`config.mk`:
```
export PLATFORM = sky130hd
export DESIGN_NAME = branch_resolve_unit
export DESIGN_NICKNAME = d
export VERILOG_FILES = /design/src/rtl/branch_pkg.sv /design/src/rtl/branch_cond_cmp.sv /design/src/rtl/branch_resolve_unit.sv
export SDC_FILE = /design/constraint.sdc
export NUM_CORES = 1
export LEC_CHECK = 0
export ABC_AREA = 1
export CELL_PAD_IN_SITES_DETAIL_PLACEMENT = 1
export CELL_PAD_IN_SITES_GLOBAL_PLACEMENT = 1
export CORE_ASPECT_RATIO = 0.5
export CORE_MARGIN = 4
export CORE_UTILIZATION = 34
export DETAILED_ROUTE_END_ITERATION = 6
export PLACE_DENSITY = 0.95
export SYNTH_ARGS = -nofsm -noshare
export SYNTH_HDL_FRONTEND = slang
export SYNTH_SLANG_ARGS = --single-unit
```
`constraint.sdc`:
```
create_clock -name clk -period 5.85 [get_ports clk]
set_clock_uncertainty 0.1 [all_clocks]
set_input_delay 0.8775 -clock clk [delete_from_list [all_inputs] [get_ports clk]]
set_output_delay 0.8775 -clock clk [all_outputs]
set_load 0.02 [all_outputs]
```
`src/rtl/branch_pkg.sv`:
```
// Shared types, op encodings and default widths for the EX-stage branch resolution logic.
package branch_pkg;

  localparam int unsigned DEF_DATA_W = 32;
  localparam int unsigned DEF_PC_W   = 32;
  localparam int unsigned DEF_CNT_W  = 16;
  localparam int unsigned OP_W       = 3;
  localparam int unsigned IMM_W      = 16;

  typedef enum logic [OP_W-1:0] {
    BR_NONE = 3'd0,
    BR_BEQ  = 3'd1,
    BR_BNE  = 3'd2,
    BR_BLEZ = 3'd3,
    BR_BGTZ = 3'd4,
    BR_BLTZ = 3'd5,
    BR_BGEZ = 3'd6,
    BR_RSVD = 3'd7
  } br_op_e;

  // True for the six real conditional branches; NONE and the reserved code are not branches.
  function automatic logic is_branch_op(input logic [OP_W-1:0] op);
    return (op >= BR_BEQ) && (op <= BR_BGEZ);
  endfunction

endpackage

```
`src/rtl/branch_cond_cmp.sv`:
```
// Combinational MIPS I branch condition evaluator: (op, a, b) -> cond.
module branch_cond_cmp
  import branch_pkg::*;
#(
  parameter int unsigned DATA_W = DEF_DATA_W
) (
  input  logic [OP_W-1:0]   op_i,
  input  logic [DATA_W-1:0] a_i,
  input  logic [DATA_W-1:0] b_i,
  output logic              cond_c
);

  logic a_neg;
  logic a_zero;
  logic a_eq_b;

  // Signed compares against zero reduce to sign bit and zero detect.
  assign a_neg  = a_i[DATA_W-1];
  assign a_zero = (a_i == '0);
  assign a_eq_b = (a_i == b_i);

  always_comb begin
    cond_c = 1'b0;
    case (br_op_e'(op_i))
      BR_BEQ:  cond_c = a_eq_b;
      BR_BNE:  cond_c = !a_eq_b;
      BR_BLEZ: cond_c = a_neg || a_zero;
      BR_BGTZ: cond_c = !a_neg && !a_zero;
      BR_BLTZ: cond_c = a_neg;
      BR_BGEZ: cond_c = !a_neg;
      default: cond_c = 1'b0;
    endcase
  end

endmodule

```
`src/rtl/branch_resolve_unit.sv`:
```
// EX-stage branch resolution: condition, target, mispredict and redirect, registered with 1-cycle latency.
// Optional statistics counters are enabled by defining BRANCH_STATS_EN.
module branch_resolve_unit
  import branch_pkg::*;
#(
  parameter int unsigned DATA_W = DEF_DATA_W,
  parameter int unsigned PC_W   = DEF_PC_W
`ifdef BRANCH_STATS_EN
  ,
  parameter int unsigned CNT_W  = DEF_CNT_W
`endif
) (
  input  logic              clk,
  input  logic              rst,
  input  logic              valid_in,
  input  logic [OP_W-1:0]   op,
  input  logic [DATA_W-1:0] a,
  input  logic [DATA_W-1:0] b,
  input  logic [PC_W-1:0]   pc_plus4,
  input  logic [IMM_W-1:0]  imm16,
  input  logic              pred_taken,
  input  logic              stall,
  input  logic              flush,
  output logic              res_valid,
  output logic              taken,
  output logic [PC_W-1:0]   target,
  output logic              mispredict,
  output logic [PC_W-1:0]   redirect_pc,
  output logic              flush_req
`ifdef BRANCH_STATS_EN
  ,
  output logic [CNT_W-1:0]  br_count,
  output logic [CNT_W-1:0]  taken_count,
  output logic [CNT_W-1:0]  mispred_count
`endif
);

  logic            cond;
  logic            ld_valid;
  logic            ld_taken;
  logic            ld_mis;
  logic [PC_W-1:0] offset;
  logic [PC_W-1:0] ld_target;
  logic [PC_W-1:0] ld_redirect;

  logic            res_valid_q,  res_valid_d;
  logic            taken_q,      taken_d;
  logic [PC_W-1:0] target_q,     target_d;
  logic            mispredict_q, mispredict_d;
  logic [PC_W-1:0] redirect_q,   redirect_d;
  logic            flush_req_q,  flush_req_d;

  branch_cond_cmp #(
    .DATA_W (DATA_W)
  ) u_cond (
    .op_i   (op),
    .a_i    (a),
    .b_i    (b),
    .cond_c (cond)
  );

  // Values a normal load edge would capture.
  assign ld_valid    = valid_in && is_branch_op(op);
  assign ld_taken    = ld_valid && cond;
  assign ld_mis      = ld_valid && (cond != pred_taken);
  assign offset      = PC_W'($signed({imm16, 2'b00}));
  assign ld_target   = pc_plus4 + offset;
  assign ld_redirect = ld_taken ? ld_target : pc_plus4;

  // Flush kills the result but lets data fields load; stall holds everything.
  always_comb begin
    res_valid_d  = res_valid_q;
    taken_d      = taken_q;
    target_d     = target_q;
    mispredict_d = mispredict_q;
    redirect_d   = redirect_q;
    flush_req_d  = flush_req_q;
    if (flush) begin
      res_valid_d  = 1'b0;
      mispredict_d = 1'b0;
      flush_req_d  = 1'b0;
      taken_d      = ld_taken;
      target_d     = ld_target;
      redirect_d   = ld_redirect;
    end else if (!stall) begin
      res_valid_d  = ld_valid;
      taken_d      = ld_taken;
      target_d     = ld_target;
      mispredict_d = ld_mis;
      redirect_d   = ld_redirect;
      flush_req_d  = ld_mis;
    end
  end

  always_ff @(posedge clk or posedge rst) begin
    if (rst) begin
      res_valid_q  <= 1'b0;
      taken_q      <= 1'b0;
      target_q     <= '0;
      mispredict_q <= 1'b0;
      redirect_q   <= '0;
      flush_req_q  <= 1'b0;
    end else begin
      res_valid_q  <= res_valid_d;
      taken_q      <= taken_d;
      target_q     <= target_d;
      mispredict_q <= mispredict_d;
      redirect_q   <= redirect_d;
      flush_req_q  <= flush_req_d;
    end
  end

  assign res_valid   = res_valid_q;
  assign taken       = taken_q;
  assign target      = target_q;
  assign mispredict  = mispredict_q;
  assign redirect_pc = redirect_q;
  assign flush_req   = flush_req_q;

`ifdef BRANCH_STATS_EN
  logic             load_en;
  logic [CNT_W-1:0] br_cnt_q,  br_cnt_d;
  logic [CNT_W-1:0] tk_cnt_q,  tk_cnt_d;
  logic [CNT_W-1:0] mis_cnt_q, mis_cnt_d;

  function automatic logic [CNT_W-1:0] sat_inc(input logic [CNT_W-1:0] c, input logic en);
    return (en && (c != '1)) ? c + CNT_W'(1) : c;
  endfunction

  // Count only on load edges so a stalled pulse is seen once.
  assign load_en   = !flush && !stall;
  assign br_cnt_d  = sat_inc(br_cnt_q,  load_en && ld_valid);
  assign tk_cnt_d  = sat_inc(tk_cnt_q,  load_en && ld_taken);
  assign mis_cnt_d = sat_inc(mis_cnt_q, load_en && ld_mis);

  always_ff @(posedge clk or posedge rst) begin
    if (rst) begin
      br_cnt_q  <= '0;
      tk_cnt_q  <= '0;
      mis_cnt_q <= '0;
    end else begin
      br_cnt_q  <= br_cnt_d;
      tk_cnt_q  <= tk_cnt_d;
      mis_cnt_q <= mis_cnt_d;
    end
  end

  assign br_count      = br_cnt_q;
  assign taken_count   = tk_cnt_q;
  assign mispred_count = mis_cnt_q;
`endif

endmodule

```
==> results by group <==
Status
  – Status: completed

STA
  – Peak Freq: 267 MHz
  – Slew at the pin with the worst max-slew slack: 1.31 ns
  – Shortest period the worst path allows: 3.75 ns
  – Final critical-path share of the clock period: 64.0%
  – Pins over their slew limit: 0
  – Max-Slew Margin vs Limit: 12.6%
  – Total setup violations reported at the end of the flow: 0
  – Setup repair after global routing missed its margin: false
  – Post-Route Setup TNS: 0 ns
  – Final Hold Violating Endpoints: 0

Global route
  – Pin count of the biggest net entering global routing: 81
  – First-pass GRT wire length: 38700 um
  – Overall routing resource usage: 25.7%
  – Residual overflow from global routing: 0
  – Vias in the first global route: 7210
  – Number of antenna violations at the first check in global routing: 0

Pwr
  – Power, Total: 2020 uW
  – Switching power total: 709 uW
  – Sw Ratio: 35.0%
  – Leakage: 0.00401 uW
  – Flop pwr share: 27.9%
  – Peak supply drop: 149 uV
  – Clk network pwr share: 34.3%
  – Int Power: 1310 uW
  – Power density cells: 252 nW/um^2
  – Logic gate share of total power: 37.8%

CTS
  – Clock network latency to the later pin of the worst-skew pair: 0.34 ns
  – Resized Gates After CTS: 0
  – Post-CTS setup buffers: 0
  – Clock Root Buffer: sky130_fd_sc_hd__clkbuf_16
  – Hold buffer count at CTS: 0
  – CTS Buf Count: 9
  – Clock tree from TritonCTS: built
  – Clock Sink Count: 65
  – H-tree lvl count: 3
  – Clock slew seen by the registers of the worst setup and hold paths: 0.06 ns
  – Buffer levels on the longest clock path: 2

Floorplan
  – Vertical extent of the die: 98.7 um
  – Number of I/O pins: 189
  – Die area: 18700 um^2
  – Cell row count: 32
  – Die X: 189 um
  – Effective utilization at floorplan: 35.5%
  – Core footprint: 15800 um^2

Synth
  – Total of warnings raised by yosys: 0
  – Yosys top cell area share: 29.1%
  – Netlist cell types: 32
  – Post-synth top area cell: sky130_fd_sc_hd__dfrtp_1
  – Top cells by area in the synthesized netlist: sky130_fd_sc_hd__dfrtp_1 29%, sky130_fd_sc_hd__nand2_1 21%, sky130_fd_sc_hd__inv_1 8.5%, sky130_fd_sc_hd__nand3_1 8.1%, sky130_fd_sc_hd__ha_1 6.5%
  – Net Count, Synth: 1042
  – Sequential element share of the synthesized area: 29.1%
  – Average size of a mapped cell: 6.28 um^2
  – Synthesis-stage register bit count: 65
  – Gate count of the mapped netlist: 891
  – Cell area after synthesis: 5600 um^2

Worst setup path
  – Buf+Inv Stages, Crit Path: 2
  – Cell type with the highest occurrence count on the critical path: sky130_fd_sc_hd__nand3_1
  – Max incr delay on CP: 0.83 ns
  – Critical register-to-register path startpoint: target[12]
  – Worst R2R End: target[12]
  – Max FO, Critical Path: 15
  – CP max stage cell: sky130_fd_sc_hd__clkdlybuf4s50_1
  – Crit Path Class: input port to register
  – Type of origin of the critical path: input port
  – Critical path data required time: 5.97 ns
  – Worst R2R Setup Slack: 4.94 ns
  – Cell-by-cell trace of the critical path: clkdlybuf4s50_1 > ha_1 > nand2_1 > nor2_1 > inv_1 > nor2_1 > nand4_1 > nand3_1 > xnor2_1 > nand3_1 > nand3_1 > nand2_1
  – Kind of end point of the critical path: register
  – Total number of cells along the worst setup path: 12
  – Critical path arrival: 3.87 ns
  – Top cell family by delay on the critical path: simple AND/OR/NAND/NOR gates
  – Depth of the most critical reg-to-reg path: 2

Finish
  – Share of post-route cells with drive strength above 1: 3.55%
  – Filler-free cell count of the finished design: 1292
  – Count of antenna diodes in the layout: 0
  – Area growth from synthesis to layout: 43.3%
  – Number of nets in the layout: 1217
  – Final Util: 50.8%

Placement
  – Final HPWL DP: 18400 um
  – Cells after DPL: 1276
  – Routability congestion estimate: 0.961
  – Port bufs: 188

Drt
  – Count of routing violations after the opening detailed-route iteration: 328
  – Via density per instance: 5.21
  – DR pass1 iterations: 5
  – # DRC: 0
  – Vias: 6735
  – Detail Route Antenna Nets: 0
  – Total wire length: 24200 um
  – Average detailed-routed wire length per instance: 18.8 um

Worst hold path
  – Sink of the worst hold path: redirect_pc[23]
  – Start point of the worst hold path: redirect_pc[23]
  – Path class of the lowest-slack min-delay path: register to register
  – Worst Hold Depth: 2

Run
  – Maximum Capacitance Violations: 0
power by group through the flow:
stage               clock (uW)  combinational (uW)  sequential (uW)
finish                     694                 765              565
global route               722                 826              574
CTS                        698                 764              565
detailed placement           0                 752              570
global placement             0                 720              568
floorplan                    0                 307              651
cell usage in the layout (no fill, tap or decap):
master,instances
sky130_fd_sc_hd__o21ai_0,35
sky130_fd_sc_hd__clkdlybuf4s50_1,188
sky130_fd_sc_hd__and3_1,1
sky130_fd_sc_hd__nand4_1,18
sky130_fd_sc_hd__a21o_1,1
sky130_fd_sc_hd__nor2_4,1
sky130_fd_sc_hd__xor2_1,8
sky130_fd_sc_hd__a31oi_1,8
sky130_fd_sc_hd__fa_1,1
sky130_fd_sc_hd__nand2_2,12
sky130_fd_sc_hd__nand3_2,1
sky130_fd_sc_hd__inv_1,126
sky130_fd_sc_hd__clkinv_4,1
sky130_fd_sc_hd__dfrtp_1,65
sky130_fd_sc_hd__o21ai_1,1
sky130_fd_sc_hd__and2_1,1
sky130_fd_sc_hd__nor2_1,71
sky130_fd_sc_hd__or2_2,1
sky130_fd_sc_hd__buf_4,2
sky130_fd_sc_hd__nand3_1,91
sky130_fd_sc_hd__o21a_1,1
sky130_fd_sc_hd__inv_6,1
sky130_fd_sc_hd__nand3b_1,4
sky130_fd_sc_hd__nor3_1,11
sky130_fd_sc_hd__xnor2_1,30
sky130_fd_sc_hd__clkbuf_8,1
sky130_fd_sc_hd__inv_2,2
sky130_fd_sc_hd__bufinv_16,4
sky130_fd_sc_hd__nand2_1,310
sky130_fd_sc_hd__o21bai_1,3
sky130_fd_sc_hd__ha_1,29
sky130_fd_sc_hd__o21bai_4,1
sky130_fd_sc_hd__clkbuf_16,9
sky130_fd_sc_hd__a21oi_1,30
sky130_fd_sc_hd__nor2_2,2
final cells by class:
class,count,area [um^2]
clock buffer,10,239
clock inverter,6,138
fill,2082,7750
inverter,128,480
multi-input combinational,672,3360
sequential,65,1630
tap,221,277
timing repair buffer,190,1900
logic make-up after synthesis:
logic type	Yosys count	share of synthesized area (%)
AND/OR/NAND/NOR	524	39.4
buffers and inverters	154	11.0
AO/OA/AOI/OAI	80	7.80
flip-flops	65	29.1
XOR/XNOR	38	5.95
adder cells (fa/ha/maj)	30	6.84
worst max path at each step:
stage,from,end
after detailed placement,imm16[15],redirect_pc[20]
after floorplan,pc_plus4[2],redirect_pc[22]
after global placement,imm16[15],redirect_pc[20]
final,imm16[15],redirect_pc[20]
after global routing,imm16[15],redirect_pc[20]
after CTS,imm16[15],redirect_pc[20]
worst register-to-register path: cells and delay by family (launching register included):
family / cells / cell delay [ns]
flip-flops: 1 / 0.40
AO/OA/AOI/OAI: 1 / 0.14
AND/OR/NAND/NOR: 1 / 0.09
metrics by stage:
step,setup slack [ns],cell area (um^2),hold WS [ns]
after floorplan,3.21,5600,0.491
after global placement,1.87,7640,0.364
after detailed placement,1.87,7640,0.371
after CTS,2.20,8020,0.386
after global routing,1.96,8020,0.396
final,2.10,8020,0.383
sequential cells by signal, indices dropped and copies added, names as in the netlist:
| register | cells |
|---|---|
| flush_req | 1 |
| taken | 1 |
| target | 32 |
| res_valid | 1 |
| redirect_pc | 30 |
synthesized netlist by cell type:
cell and number:
sky130_fd_sc_hd__a21o_1 1, sky130_fd_sc_hd__xnor2_1 30, sky130_fd_sc_hd__fa_1 1, sky130_fd_sc_hd__or2_2 1, sky130_fd_sc_hd__nor2_2 2, sky130_fd_sc_hd__o21ai_1 1
sky130_fd_sc_hd__nand2_1 310, sky130_fd_sc_hd__inv_2 1, sky130_fd_sc_hd__o21bai_1 3, sky130_fd_sc_hd__nand4_1 18, sky130_fd_sc_hd__o21bai_4 1, sky130_fd_sc_hd__nor3_1 11
sky130_fd_sc_hd__nand3_1 91, sky130_fd_sc_hd__buf_2 4, sky130_fd_sc_hd__clkbuf_1 14, sky130_fd_sc_hd__a21oi_1 30, sky130_fd_sc_hd__and3_1 1, sky130_fd_sc_hd__xor2_1 8
sky130_fd_sc_hd__o21ai_0 35, sky130_fd_sc_hd__nand3_2 1, sky130_fd_sc_hd__buf_1 2, sky130_fd_sc_hd__nand3b_1 4, sky130_fd_sc_hd__a31oi_1 8, sky130_fd_sc_hd__nor2_1 72
sky130_fd_sc_hd__buf_4 4, sky130_fd_sc_hd__dfrtp_1 65, sky130_fd_sc_hd__and2_1 1, sky130_fd_sc_hd__o21a_1 1, sky130_fd_sc_hd__inv_1 127, sky130_fd_sc_hd__ha_1 29
sky130_fd_sc_hd__nand2_2 12, sky130_fd_sc_hd__buf_6 2
per-layer routing:
metal | vias up | part of all wire (%) | global-route usage (%) | routed length (um)
li1 | 3155 | - | - | -
met1 | 3322 | 43 | 31.6 | 10500
met2 | 197 | 50 | 46.0 | 12000
met3 | 61 | 4.6 | 4.71 | 1130
met4 | 0 | 2.6 | 8.28 | 618
met5 | - | 0 | 0 | 0
Note: power is estimated with default switching activity, not from simulation.
